$ cat src/rtl/bcd_display_scan.sv
// Two-digit multiplexed seven-segment driver.
// Holds a tens/units BCD pair captured on a load strobe and alternates them
// onto a shared segment bus, each digit lit for REFRESH_DIV cycles. Digits
// above 9 are flagged on err and shown as "E". An optional leading-zero
// blank suppresses a tens digit of 0 while keeping its time slot.
// Outputs are Moore: decoded only from the held digits and the scan state.
module bcd_display_scan #(
    parameter int REFRESH_DIV = 4,
    parameter bit BLANK_LEAD  = 1'b1
) (
    input  logic       clk,
    input  logic       reset,
    input  logic       load,
    input  logic [3:0] s1,
    input  logic [3:0] s0,
    output logic [6:0] seg,
    output logic [1:0] an,
    output logic       err,
    output logic [1:0] dbg_state
);

    localparam int CW = (REFRESH_DIV > 1) ? $clog2(REFRESH_DIV) : 1;
    localparam logic [CW-1:0] CNT_LAST = CW'(REFRESH_DIV - 1);
    localparam logic [6:0] SEG_E = 7'h79;

    typedef enum logic [1:0] {
        IDLE  = 2'd0,
        UNITS = 2'd1,
        TENS  = 2'd2
    } state_t;

    state_t        r_state;
    logic [3:0]    r_t;
    logic [3:0]    r_u;
    logic [CW-1:0] r_cnt;

    logic       w_err;
    logic       w_blank;
    logic [6:0] w_seg;
    logic [1:0] w_an;

    // Segment pattern {g,f,e,d,c,b,a} for a BCD digit; non-BCD codes map dark.
    function automatic logic [6:0] decode(input logic [3:0] d);
        case (d)
            4'd0:    decode = 7'h3F;
            4'd1:    decode = 7'h06;
            4'd2:    decode = 7'h5B;
            4'd3:    decode = 7'h4F;
            4'd4:    decode = 7'h66;
            4'd5:    decode = 7'h6D;
            4'd6:    decode = 7'h7D;
            4'd7:    decode = 7'h07;
            4'd8:    decode = 7'h7F;
            4'd9:    decode = 7'h6F;
            default: decode = 7'h00;
        endcase
    endfunction

    // Scan FSM: capture on load in any non-reset state; the refresh counter
    // and digit phase advance independently of load so reloads never shift
    // the scan timing. Only reset returns to IDLE.
    always_ff @(posedge clk) begin
        if (reset) begin
            r_state <= IDLE;
            r_t     <= 4'd0;
            r_u     <= 4'd0;
            r_cnt   <= '0;
        end else begin
            if (load) begin
                r_t <= s1;
                r_u <= s0;
            end
            case (r_state)
                IDLE: begin
                    r_cnt <= '0;
                    if (load) begin
                        r_state <= UNITS;
                    end
                end
                UNITS, TENS: begin
                    if (r_cnt == CNT_LAST) begin
                        r_cnt   <= '0;
                        r_state <= (r_state == UNITS) ? TENS : UNITS;
                    end else begin
                        r_cnt <= r_cnt + 1'b1;
                    end
                end
                default: begin
                    r_state <= IDLE;
                    r_cnt   <= '0;
                end
            endcase
        end
    end

    // Display decode from held state; error forces "E" and disables blanking.
    always_comb begin
        w_err   = (r_t > 4'd9) || (r_u > 4'd9);
        w_blank = BLANK_LEAD && (r_t == 4'd0) && !w_err;
        w_seg   = 7'h00;
        w_an    = 2'b00;
        case (r_state)
            UNITS: begin
                w_an  = 2'b01;
                w_seg = w_err ? SEG_E : decode(r_u);
            end
            TENS: begin
                if (!w_blank) begin
                    w_an  = 2'b10;
                    w_seg = w_err ? SEG_E : decode(r_t);
                end
            end
            default: begin
                w_an  = 2'b00;
                w_seg = 7'h00;
            end
        endcase
    end

    assign seg       = w_seg;
    assign an        = w_an;
    assign err       = w_err;
    assign dbg_state = r_state;

endmodule

$ cat config.mk
export PLATFORM = sky130hd
export DESIGN_NAME = bcd_display_scan
export DESIGN_NICKNAME = d
export VERILOG_FILES = /design/src/rtl/bcd_display_scan.sv
export SDC_FILE = /design/constraint.sdc
export NUM_CORES = 1
export LEC_CHECK = 0
export BUFFER_PORTS_ARGS = -buffer_cell sky130_fd_sc_hd__buf_2
export CELL_PAD_IN_SITES_DETAIL_PLACEMENT = 0
export CELL_PAD_IN_SITES_GLOBAL_PLACEMENT = 2
export CORE_MARGIN = 2
export CORE_UTILIZATION = 38
export CTS_CLUSTER_DIAMETER = 40
export DETAILED_ROUTE_END_ITERATION = 8
export GPL_ROUTABILITY_DRIVEN = 0
export PLACE_DENSITY = 0.8
export REMOVE_ABC_BUFFERS = 1
export SLEW_MARGIN = 20
export SYNTH_ARGS = -nofsm -noshare
export SYNTH_HDL_FRONTEND = slang
export SYNTH_SLANG_ARGS = --single-unit
$ cat constraint.sdc
create_clock -name clk -period 4 [get_ports clk]
set_input_delay 0.4 -clock clk [delete_from_list [all_inputs] [get_ports clk]]
set_output_delay 0.4 -clock clk [all_outputs]
set_load 0.1 [all_outputs]
==> results of run 1 <==
## cells in the mapped netlist (all sizes together)
cell	count	area (sq um)
o21bai	6	45.0
a2bb2oi	2	30.0
nor4bb	2	20.0
or3b	2	17.5
ha	18	225
a31oi	2	12.5
o31ai	4	30.0
nor4	1	6.26
mux2i	10	116
o21a	2	15.0
inv	14	52.6
o211a	2	20.0
a21oi	12	67.6
nand3b	3	22.5
xor2	4	35.0
nor3b	1	7.51
nor3	13	65.1
or4	1	7.51
and2	2	12.5
nand2b	1	6.26
nor4b	2	30.0
and4bb	2	25.0
o221ai	6	52.6
a21o	1	7.51
nor2	15	58.8
buf	8	53.8
o22ai	5	31.3
dfxtp	26	521
o21ai	5	25.0
a211oi	2	15.0
nor2b	2	12.5
nand2	4	15.0
## critical path: cells and delay by family (launching register included)
kind	cells	cell delay (ns)
DFF	1	0.41
adders and majority gates	1	0.38
buffers and inverters	2	0.55
AOI/OAI and AO/OA	2	0.41
and+or+nand+nor	1	0.08
## metal layers
metal	vias up	GRT usage	wire length, um
met5	-	0	0
met4	0	0.0321	48
met3	4	0.0332	98
met2	20	0.248	1690
met1	653	0.217	1870
li1	686	-	-
## power by group through the flow
stage	logic, mW	registers, mW	clock network, mW
global placement	0.392	0.318	0
finish	0.394	0.313	0.224
global route	0.421	0.317	0.238
floorplan	0.278	0.358	0
CTS	0.395	0.314	0.229
detailed placement	0.393	0.320	0
## logic make-up (layout without fill, tap and decap cells)
kind of cell | count (synthesis) | in the layout
AND/OR/NAND/NOR | 51 | 51
AO/OA/AOI/OAI | 49 | 49
flip-flops | 26 | 26
buffers and inverters | 22 | 40
adder cells (fa/ha/maj) | 18 | 18
multiplexers | 10 | 10
XOR/XNOR | 4 | 4
## layout make-up
cell class / count / area [sq um]
inverters: 14 / 52.6
clock inverters: 1 / 30.0
repair buffers: 22 / 110
well taps: 52 / 65.1
multi-input cells: 132 / 1030
flip-flops and latches: 26 / 520
fillers: 426 / 2440
clock buffers: 3 / 41.3
## how the worst max path moves through the flow
stage / cells past startpoint / from / endpoint / slack [ns]
2_1_floorplan: 3 / dbg_state[0] / seg[6] / -0.19
3_3_place_gp: 6 / dbg_state[1] / seg[4] / 1.84
3_5_place_dp: 6 / dbg_state[0] / seg[5] / 1.79
4_1_cts: 6 / dbg_state[0] / seg[5] / 1.47
5_1_grt: 6 / dbg_state[1] / seg[4] / 1.33
6_report: 6 / dbg_state[0] / seg[6] / 1.49
## through the flow
stage                      util  TNS [ns]  cell area [sq um]
after floorplan               -    -0.893               1610
after global placement    0.415         0               1780
after detailed placement  0.415         0               1780
after CTS                 0.432         0               1850
after global routing      0.432         0               1850
final                     0.432         0               1850
==> out/metrics.yaml, run 1 <==
tightest_slew_ns: 0.659
cts_buffer_depth: 2
synth.distinct_cells: 38
cpMaxStageDelayCell: "buf_2"
cts_buffers: 3
clock_sinks: 26
areaGrowthSynthToFinish_pct: 11.6
avgSynthCellArea_sq_um: 9.23
finalSetupViolCount: 0
cap_violations: 0
muxShareOfSynthArea: 0.0700
status: "finished clean"
slew_headroom: 0.560
viasPerCell: 5.45
hold-path-endpoint: "r_u[0]"
num_rows: 24
synth-simple-area-share: 0.184
die_area_sq_um: 4920
drc_errors: 0
clockPowerShare: 0.241
reg2reg_depth: 5
synth-xor-area-share: 0.0211
dr.first_iter.drc_count: 79
grt_pass1_wl_um: 6180
start_util: 0.387
holdWs_ns: 0.425
hold-path-cell-count: 3
reg2reg_to: "dbg_state[0]"
hold_path_class: "in2reg"
synth_top_family_by_area: "compound AO/OA/AOI/OAI gates"
ctsHoldBuffers: 0
combPwrFrac: 0.423
num_io_pins: 23
finalPower_uw: 931
r2r_start: "dbg_state[0]"
antenna_cells: 0
post-place-ws_ns: 1.79
grt_setup_unrepaired: "false"
htreeDepth: 1
cts_tree: "yes"
wl_per_cell_um: 14.8
critPathMaxStageDelay_ns: 0.45
post-route-period-util: 0.627
p_int_uw: 524
layout_commonest_cell: "dfxtp_1"
seq_power_share: 0.336
synthAdderAreaFrac: 0.136
path_clk_slew_ns: 0.10
period_needed_ns: 2.51
worstPathCellList: "inv_1, ha_1, nand2_1, a21o_1, o22ai_1, buf_2"
num_vias: 1363
final_cell_mix: "dfxtp_1, buf_2, ha_1"
reg2reg_slack_ns: 2.23
yosysWarnings: 0
seq_area_frac_synth: 0.313
antenna_found_initial: 0
nNetsFinal: 228
antenna_left: 0
critPathLaunchType: "register"
fin_ws_ns: 1.49
fp.dieW_um: 70.1
placed_cells: 246
clockRootBuffer: "clkbuf_8"
switching_share: 0.437
ys_ff_latch: 26
synth_area_sq_um: 1660
wirelength_um: 3710
grt-ovfl-total: 0
grt_pass1_vias: 1329
port_buffers: 22
end_kind: "output pin"
irDropWorstVdd_mv: 0.195
drive_above_1_share: 0.187
clkLatencyLatePin_ns: 0.28
crit_required_ns: 3.60
syn_inst: 180
core_area_sq_um: 4290
postCtsSetupBuffers: 0
stdcell_count: 250
critPathKind: "reg2out"
cts_resized: 0
leakage_nw: 0.831
fin_skew_ns: 0.00508
hpwl_um: 2820
p_switching_uw: 407
cp.arrival_ns: 2.11
powerDensity_nw_per_um2: 502
grt_max_degree: 36
die_h_um: 70.1
drtPass1Iterations: 4
hp-start: "s0[0]"
synth-compound-area-share: 0.212
cp_max_fo: 6
track_usage: 0.155
clock.fmax_mhz: 399
finalHoldViolCount: 0
slew_viol_final: 0
(Power assumes the default switching activity.)
==> run 2: changes to the inputs <==
CORE_UTILIZATION = 32   (was 38)
PLACE_DENSITY = 0.72   (was 0.8)
clock period = 2.2 ns   (was 4 ns; I/O delays follow)
==> run 2 against run 1 <==
Via count rose by 0.59%; sequential cell count did not move; clock skew is 0.0034 ns lower; first-iteration DRC count decreased by 59%; clock-buffer cell count is 1 higher; highest routed layer unchanged.
==> out/metrics.yaml, run 2 (synthesis gave the netlist of run 1 again) <==
clock.fmax_mhz: 469
antenna_found_initial: 0  # unchanged
clockPowerShare: 0.182  # -0.059
end_kind: "output pin"
powerDensity_nw_per_um2: 831  # +65%
clockRootBuffer: "clkbuf_8"
utilization: 0.398  # -0.0334
post-place-ws_ns: 0.303  # -1.48 ns
finalSetupViolCount: 0  # unchanged
seq_power_share: 0.341  # +0.005
grt.met2_usage: 0.256  # +0.00863
grt_pass1_wl_um: 6580  # +6.6%
n_fill_cell: 534  # +25%
status: "finished clean"
htreeDepth: 1  # unchanged
dpl-instance-area_sq_um: 1930  # +8.0%
wl_per_cell_um: 14.0  # -5.8%
cts_tree: "yes"
num_rows: 26  # +8.3%
critPathLaunchType: "register"
layout_commonest_cell: "dfxtp_1"
drtPass1Iterations: 4  # unchanged
drive_above_1_share: 0.260  # +0.0729
die_area_sq_um: 5790  # +18%
cts_buffers: 3  # unchanged
top_usage_layer: "met2"
antenna_left: 0  # unchanged
die_h_um: 76.1  # +8.5%
drc_errors: 0  # unchanged
grt-ovfl-total: 0  # unchanged
clkLatencyLatePin_ns: 0.27  # about the same
postLayoutCellArea_sq_um: 2020  # +9.0%
core_area_sq_um: 5070  # +18%
cts_buffer_depth: 2  # unchanged
use_met3: 0.0332  # about the same
hold_path_class: "in2reg"
slew_viol_final: 0  # unchanged
p_switching_uw: 741  # +82%
grt_pass1_vias: 1428  # +7.4%
wirelength_um: 3830  # +3.3%
num_io_pins: 23  # unchanged
period_needed_ns: 2.13
post-route-period-util: 0.969
fin_ws_ns: 0.0686  # -1.42 ns
crit_required_ns: 1.98  # -1.62 ns
finalHoldViolCount: 0  # unchanged
cp_max_fo: 6  # unchanged
hpwl_um: 2980  # +5.5%
cp.arrival_ns: 1.91  # -0.20 ns
areaGrowthSynthToFinish_pct: 21.7
antenna_cells: 0  # unchanged
port_buffers: 22  # unchanged
ctsHoldBuffers: 0  # unchanged
critPathKind: "reg2out"
num_vias: 1371  # +0.59%
grt_max_degree: 25  # -31%
tightest_slew_ns: 0.488  # -0.171 ns
path_clk_slew_ns: 0.09  # about the same
combPwrFrac: 0.478  # +0.055
use_met1: 0.164  # -0.0532
switching_share: 0.441  # +0.00418
viasPerCell: 5.00  # -8.2%
clock_sinks: 26  # unchanged
p_int_uw: 938  # +79%
leakage_nw: 0.877  # +5.5%
nNetsFinal: 234  # +2.6%
track_usage: 0.138  # -0.0172
slew_headroom: 0.677  # +0.116
final_cell_mix: "dfxtp_1, ha_1, buf_2"
dr.first_iter.drc_count: 32  # -59%
fp.dieW_um: 76.1  # +8.5%
fin_skew_ns: 0.00164  # -0.00344 ns
postCtsSetupBuffers: 0  # unchanged
cap_violations: 0  # unchanged
start_util: 0.327  # -0.0595
irDropWorstVdd_mv: 0.411  # +110%
run 2: repair_timing:
item,CTS,global route
setup endpoints to repair,1,7
gates resized for setup,0,11
hold endpoints to repair,0,0
run 2: through the flow:
| stage | setup TNS [ns] | std cells | hold slack, ns | power [mW] |
|---|---|---|---|---|
| after floorplan | -11.59 | 172 | 0.289 | 1.16 |
| after detailed placement | 0 | 270 | 0.426 | 1.37 |
| final | 0 | 274 | 0.224 | 1.68 |
| after global placement | 0 | 270 | 0.415 | 1.36 |
| after CTS | -0.00548 | 274 | 0.220 | 1.68 |
| after global routing | -0.0189 | 274 | 0.250 | 1.78 |
run 2: worst max-delay path, stage by stage, from the launching register on:
cell     delay (ns)
dfxtp_2        0.38
inv_1          0.07
ha_2           0.38
nand2_1        0.07
a21o_1         0.25
o22ai_2        0.28
buf_12         0.21
run 2: cell type report:
cell class	count	area [sq um]	area share
Multi-Input combinational cell	132	1070	0.530
Sequential cell	26	523	0.259
Timing Repair Buffer	28	233	0.115
Tap cell	70	87.6	0.0433
Clock buffer	4	55.1	0.0272
Inverter	14	52.6	0.0260
run 2: path summary, 6_finish.rpt:
path	from	to	slack (ns)	depth (start not counted)
hold reg to reg	r_cnt[0]	r_cnt[0]	0.43	1
setup reg to reg	r_t[1]	register	0.51	6
hold / removal	s0[0]	r_u[0]	0.22	3
setup / recovery	dbg_state[1]	seg[0]	0.07	6
run 2: power groups by stage:
stage / clock [mW] / combinational, mW / sequential, mW
3_3_place_gp: 0 / 0.780 / 0.576
4_1_cts: 0.320 / 0.786 / 0.570
3_5_place_dp: 0 / 0.785 / 0.581
5_1_grt: 0.341 / 0.860 / 0.581
6_report: 0.305 / 0.802 / 0.572
2_1_floorplan: 0 / 0.506 / 0.651
run 2: metal layers:
metal	routed length [um]	share of wire
met1	1700	0.44
met5	0	0
met2	1940	0.51
met3	152	0.040
met4	38	0.0099
